==> config.mk <==
export PLATFORM = sky130hd
export DESIGN_NAME = list_sum_datapath
export DESIGN_NICKNAME = d
export VERILOG_FILES = /design/src/rtl/list_sum_datapath_pkg.sv /design/src/rtl/list_sum_datapath_mem.sv /design/src/rtl/list_sum_datapath.sv
export SDC_FILE = /design/constraint.sdc
export NUM_CORES = 1
export LEC_CHECK = 0
export CAP_MARGIN = 20
export CORE_MARGIN = 2
export CORE_UTILIZATION = 45
export CTS_BUF_LIST = sky130_fd_sc_hd__clkbuf_8
export DETAILED_ROUTE_END_ITERATION = 7
export GPL_TIMING_DRIVEN = 0
export MAX_ROUTING_LAYER = met4
export PLACE_DENSITY = 0.59
export SYNTH_ARGS = -nofsm -noshare
export SYNTH_HDL_FRONTEND = slang
export SYNTH_SLANG_ARGS = --single-unit
==> constraint.sdc <==
create_clock -name clk -period 4.5 [get_ports clk]
set_clock_uncertainty 0.15 [all_clocks]
set_input_delay 0.675 -clock clk [delete_from_list [all_inputs] [get_ports clk]]
set_output_delay 0.675 -clock clk [all_outputs]
set_load 0.03 [all_outputs]
==> src/rtl/list_sum_datapath_pkg.sv <==
// Shared constants for the linked-list summation engine.
// Used by both the datapath and the control FSM.
package list_sum_datapath_pkg;

  // Default word and address widths
  localparam int DW_DEFAULT = 8;
  localparam int AW_DEFAULT = 4;

  // The head node of every list lives at this address
  localparam int HEAD_ADDR = 0;

  // A_SEL encoding: read the node value (at NEXT) or its pointer (at NEXT+1)
  localparam logic ASEL_VALUE = 1'b0;
  localparam logic ASEL_PTR   = 1'b1;

endpackage

==> src/rtl/list_sum_datapath_mem.sv <==
// Node memory: 2**AW x DW words, one synchronous write port and one
// asynchronous read port. A same-cycle read of the written address sees
// the old contents. Contents are deliberately not touched by reset.
module list_mem #(
  parameter int DW = 8,
  parameter int AW = 4
) (
  input  logic          clk,
  input  logic          we,
  input  logic [AW-1:0] waddr,
  input  logic [DW-1:0] wdata,
  input  logic [AW-1:0] raddr,
  output logic [DW-1:0] rdata
);

  localparam int DEPTH = 1 << AW;

  logic [DW-1:0] mem [DEPTH];

  // Host write port, committed on the rising edge
  always_ff @(posedge clk) begin
    if (we) begin
      mem[waddr] <= wdata;
    end
  end

  // Zero-latency read; the control FSM depends on seeing data in-cycle
  assign rdata = mem[raddr];

endmodule

==> src/rtl/list_sum_datapath.sv <==
// Datapath of the linked-list summation engine: node memory, SUM and NEXT
// registers, read-address mux, adder with sticky carry flag, and the result
// capture taken while the FSM holds DONE.
//
// Control inputs are plain level-sensitive load enables and mux selects that
// are sampled on every rising edge; there is no handshake. Any combination is
// applied literally.
module list_sum_datapath
  import list_sum_datapath_pkg::*;
#(
  parameter int DW = DW_DEFAULT,
  parameter int AW = AW_DEFAULT
) (
  input  logic          clk,
  input  logic          rst,
  input  logic          LD_SUM,
  input  logic          LD_NEXT,
  input  logic          SUM_SEL,
  input  logic          NEXT_SEL,
  input  logic          A_SEL,
  input  logic          DONE,
  output logic          next_zero,
  input  logic          host_we,
  input  logic [AW-1:0] host_addr,
  input  logic [DW-1:0] host_wdata,
  output logic [DW-1:0] result,
  output logic          result_valid,
  output logic          overflow
);

  localparam logic [AW-1:0] HEAD     = AW'(HEAD_ADDR);
  localparam logic [AW-1:0] ADDR_ONE = AW'(1);

  logic [DW-1:0] sum_q;
  logic [AW-1:0] next_q;
  logic [AW-1:0] rd_addr;
  logic [DW-1:0] rdata;
  logic [DW:0]   sum_wide;
  logic          sum_init;
  logic          sum_accum;

  // Pointer word sits right after the value word; the +1 wraps at AW bits
  assign rd_addr = (A_SEL == ASEL_PTR) ? (next_q + ADDR_ONE) : next_q;

  list_mem #(
    .DW(DW),
    .AW(AW)
  ) u_mem (
    .clk  (clk),
    .we   (host_we),
    .waddr(host_addr),
    .wdata(host_wdata),
    .raddr(rd_addr),
    .rdata(rdata)
  );

  // One extra bit on the adder so the carry-out feeds the overflow flag
  assign sum_wide  = {1'b0, sum_q} + {1'b0, rdata};
  assign sum_init  = LD_SUM && !SUM_SEL;
  assign sum_accum = LD_SUM && SUM_SEL;

  assign next_zero = (next_q == HEAD);

  // SUM register: clear on init, accumulate modulo 2**DW otherwise
  always_ff @(posedge clk or posedge rst) begin
    if (rst) begin
      sum_q <= '0;
    end else if (sum_accum) begin
      sum_q <= sum_wide[DW-1:0];
    end else if (sum_init) begin
      sum_q <= '0;
    end
  end

  // NEXT register: back to the head, or follow the pointer just read
  always_ff @(posedge clk or posedge rst) begin
    if (rst) begin
      next_q <= HEAD;
    end else if (LD_NEXT) begin
      next_q <= NEXT_SEL ? rdata[AW-1:0] : HEAD;
    end
  end

  // Sticky carry flag: set by any carrying accumulate, cleared by init
  always_ff @(posedge clk or posedge rst) begin
    if (rst) begin
      overflow <= 1'b0;
    end else if (sum_accum && sum_wide[DW]) begin
      overflow <= 1'b1;
    end else if (sum_init) begin
      overflow <= 1'b0;
    end
  end

  // Result capture; DONE beats a coincident init so the finished sum is kept
  always_ff @(posedge clk or posedge rst) begin
    if (rst) begin
      result       <= '0;
      result_valid <= 1'b0;
    end else if (DONE) begin
      result       <= sum_q;
      result_valid <= 1'b1;
    end else if (sum_init) begin
      result_valid <= 1'b0;
    end
  end

endmodule

==> metrics.md <==
| Metric | Value |
|---|---|
| Mux contribution to synthesized area | 0.2067 |
| Worst Tran Pin Value | 1.073 ns |
| PnR worst setup slack | 0.2110 ns |
| Tmin final | 4.289 ns |
| FF+latch count, synth | 150 |
| Status | completed |
| Critical Path Max Stage Delay | 0.38 ns |
| Main synth FF type | edfxtp_1 |
| Post-synth EDFFs | 128 |
| Final WL | 17.62 mm |
| Row cnt | 46 |
| Fmax | 233.2 MHz |
| Avg Cell Area, Syn | 15.09 um2 |
| IO Port Bufs | 30 |
| TritonCTS Buffers | 17 |
| WL per Instance | 22.74 um |
| Final Util | 0.5414 |
| Endpoint class of the critical path | flip-flop |
| HP Start | result_valid |
| Die width | 131.3 um |
| CP Max Fanout | 10 |
| 1st-pass router iterations | 5 |
| Post-synthesis instance area | 7289 um2 |
| Final setup violation count | 0 |
| Commonest non-fill, non-tap cells in the layout | edfxtp_1, mux2i_1, clkdlybuf4s50_1 |
| Compound-Gate Fraction of Synth Area | 0.08411 |
| Reg2reg path depth | 22 |
| Routed Antenna Nets | 0 |
| CP Cell Sequence | buf_6 -> buf_12 -> buf_12 -> inv_1 -> ha_1 -> buf_4 -> buf_8 -> buf_12 -> mux2i_1 -> a221oi_1 -> o22ai_1 -> a221oi_2 -> buf_4 -> ha_1 -> inv_1 -> fa_2 -> nor2b_2 -> o21ai_1 -> a21boi_2 -> o21a_1 -> nor3_1 -> o32ai_1 |
| Vias | 4456 |
| Top-Level Pins | 32 |
| First-pass GRT wire length | 26.50 mm |
| Final Max Tran Viols | 0 |
| RSZ-0062 raised after global routing | no |
| Synth Area in Simple Gates | 0.04634 |
| CP Launch Type | flip-flop |
| Crit path required time | 4.71 ns |
| Max Root-Sink Buffers | 2 |
| Count of final hold-check violations | 0 |
| DR iter-0 viols | 286 |
| WP buf/inv | 9 |
| Seq/Total Area, Yosys | 0.6028 |
| Synthesis warning total | 0 |
| Main combinational cell family by area after synthesis | multiplexers |
| Grt ovf | 0 |
| Vias in the first global route | 4442 |
| Hold path cells | 1 |
| Synthesized Nets | 515 |
| Hold Crit Endpoint | result_valid |
| Core Area | 15890 um2 |
| Hold_ws | 0.3489 ns |
| Netlist cell types | 55 |
| Peak supply drop | 0.0002588 V |
| Hold WC Path Type | reg2reg |
| Max_slew headroom | 0.2819 |
| Vias per std cell | 5.750 |
| Final #Nets | 578 |
| Clk slew on worst S/H paths | 0.08 ns |
| CP arrival | 4.49 ns |
| XOR/XNOR Fraction of Synth Area | 0.006008 |
| Initial antenna violation count | 0 |
| Commonest non-fill, non-tap cell in the layout | edfxtp_1 |
| Clk sink count | 150 |
| Tot GR Track Use | 0.2161 |
| Number of diodes | 0 |
| Max_cap viols | 0 |
| CP Class | reg2reg |
| LEAKAGE | 3.098 nW |
| Pwr/cell area | 650.2 nW/um2 |
| Worst r2r src | next_q[1] |
| CP max stage cell | dfrtp_1 |
| Initial core utilization | 0.4589 |
| Critical path's most frequent cell | buf_12 |
| CTS tree | yes |
| Largest net degree at the start of global routing | 23 |
| Power, Total | 5.592 mW |
| Adder-Cell Fraction of Synth Area | 0.01991 |
| Worst skew pair latency | 0.46 ns |
| Routability congestion estimate | 0.7487 |
| CTS HTree Levels | 4 |
| Layout cells sized above 1 | 0.2111 |
| Slack of the worst reg-to-reg path | 0.21 ns |
| DRC | 0 |
| CP delay by family, top | compound AO/OA/AOI/OAI gates |
| Hpwl dp | 12.48 mm |
| Mapped Cells | 483 |
| Tcrit/Tclk final | 0.9531 |
| Full die area | 17230 um2 |
| Setup WS pre-CTS | -0.6510 ns |
| RR Endpoint | sum_q[6] |
| Die height | 131.3 um |
| Clk root buf | clkbuf_8 |
| Share of flip-flops with an asynchronous set or reset | 0.1467 |
| P&R area growth vs syn | 17.97% |
==> routing by layer <==
metal / part of all wire / GRT usage / routed length, um
met1: 0.47 / 0.3019 / 8288
met2: 0.46 / 0.3167 / 8172
met3: 0.045 / 0.04282 / 789
met4: 0.021 / 0.07911 / 371
met5: 0 / - / 0
==> through the flow <==
stage / setup TNS, ns / std cells / cell area (um2)
2_1_floorplan: 0 / 483 / 7289
3_3_place_gp: -1.645 / 729 / 7860
3_5_place_dp: -2.087 / 737 / 7970
4_1_cts: 0 / 771 / 8524
5_1_grt: 0 / 775 / 8600
6_report: 0 / 775 / 8600
==> sequential cells by signal, indices dropped and copies added, names as in the netlist <==
signal        cells
result            8
overflow          1
next_q            4
result_valid      1
sum_q             8
u_mem.mem       128
==> Yosys cell counts (all sizes together) (10+ instances only) <==
library cell	number	share of area
nor2	17	0.010
buf	19	0.020
mux4	19	0.059
mux2	14	0.022
nand2	12	0.0062
o22ai	14	0.012
a22oi	18	0.019
mux2i	92	0.13
inv	23	0.012
dfrtp	22	0.076
ha	10	0.017
edfxtp	128	0.53
==> power breakdown <==
part	internal [mW]	switching, mW	total (mW)
sequential	1.61	0.0601	1.67
clock	0.744	0.500	1.24
combinational	1.27	1.40	2.67
total	3.63	1.96	5.59
==> area by class of cell <==
| class | instances | area [um2] |
|---|---|---|
| Buffer | 23 | 217.7 |
| Fill cell | 1303 | 7286 |
| Tap cell | 216 | 270.3 |
| Sequential cell | 150 | 4395 |
| Timing Repair Buffer | 44 | 435.4 |
| Clock inverter | 13 | 224.0 |
| Clock buffer | 19 | 261.5 |
| Inverter | 23 | 88.84 |
| Multi-Input combinational cell | 287 | 2706 |
==> kinds of logic after synthesis <==
kind of cell | after synthesis
adder cells (fa/ha/maj) | 11
AND/OR/NAND/NOR | 64
buffers and inverters | 46
AO/OA/AOI/OAI | 82
multiplexers | 125
XOR/XNOR | 5
flip-flops | 150
==> worst max-delay path by stage <==
stage	start	to	slack, ns	depth (start not counted)
after floorplan	next_q[1]	sum_q[6]	0.38	21
after global placement	A_SEL	sum_q[6]	-0.53	16
after detailed placement	A_SEL	sum_q[6]	-0.65	16
after CTS	next_q[1]	sum_q[6]	0.02	22
after global routing	next_q[1]	overflow	0.01	22
final	next_q[1]	sum_q[6]	0.21	22
==> what timing repair did <==
item,4_1_cts,5_1_grt
pin swaps,1,5
gates resized for setup,16,12
setup buffers,2,4
endpoints found under the setup margin,5,3
hold buffers,0,0
Note: power is estimated with default switching activity, not from simulation.
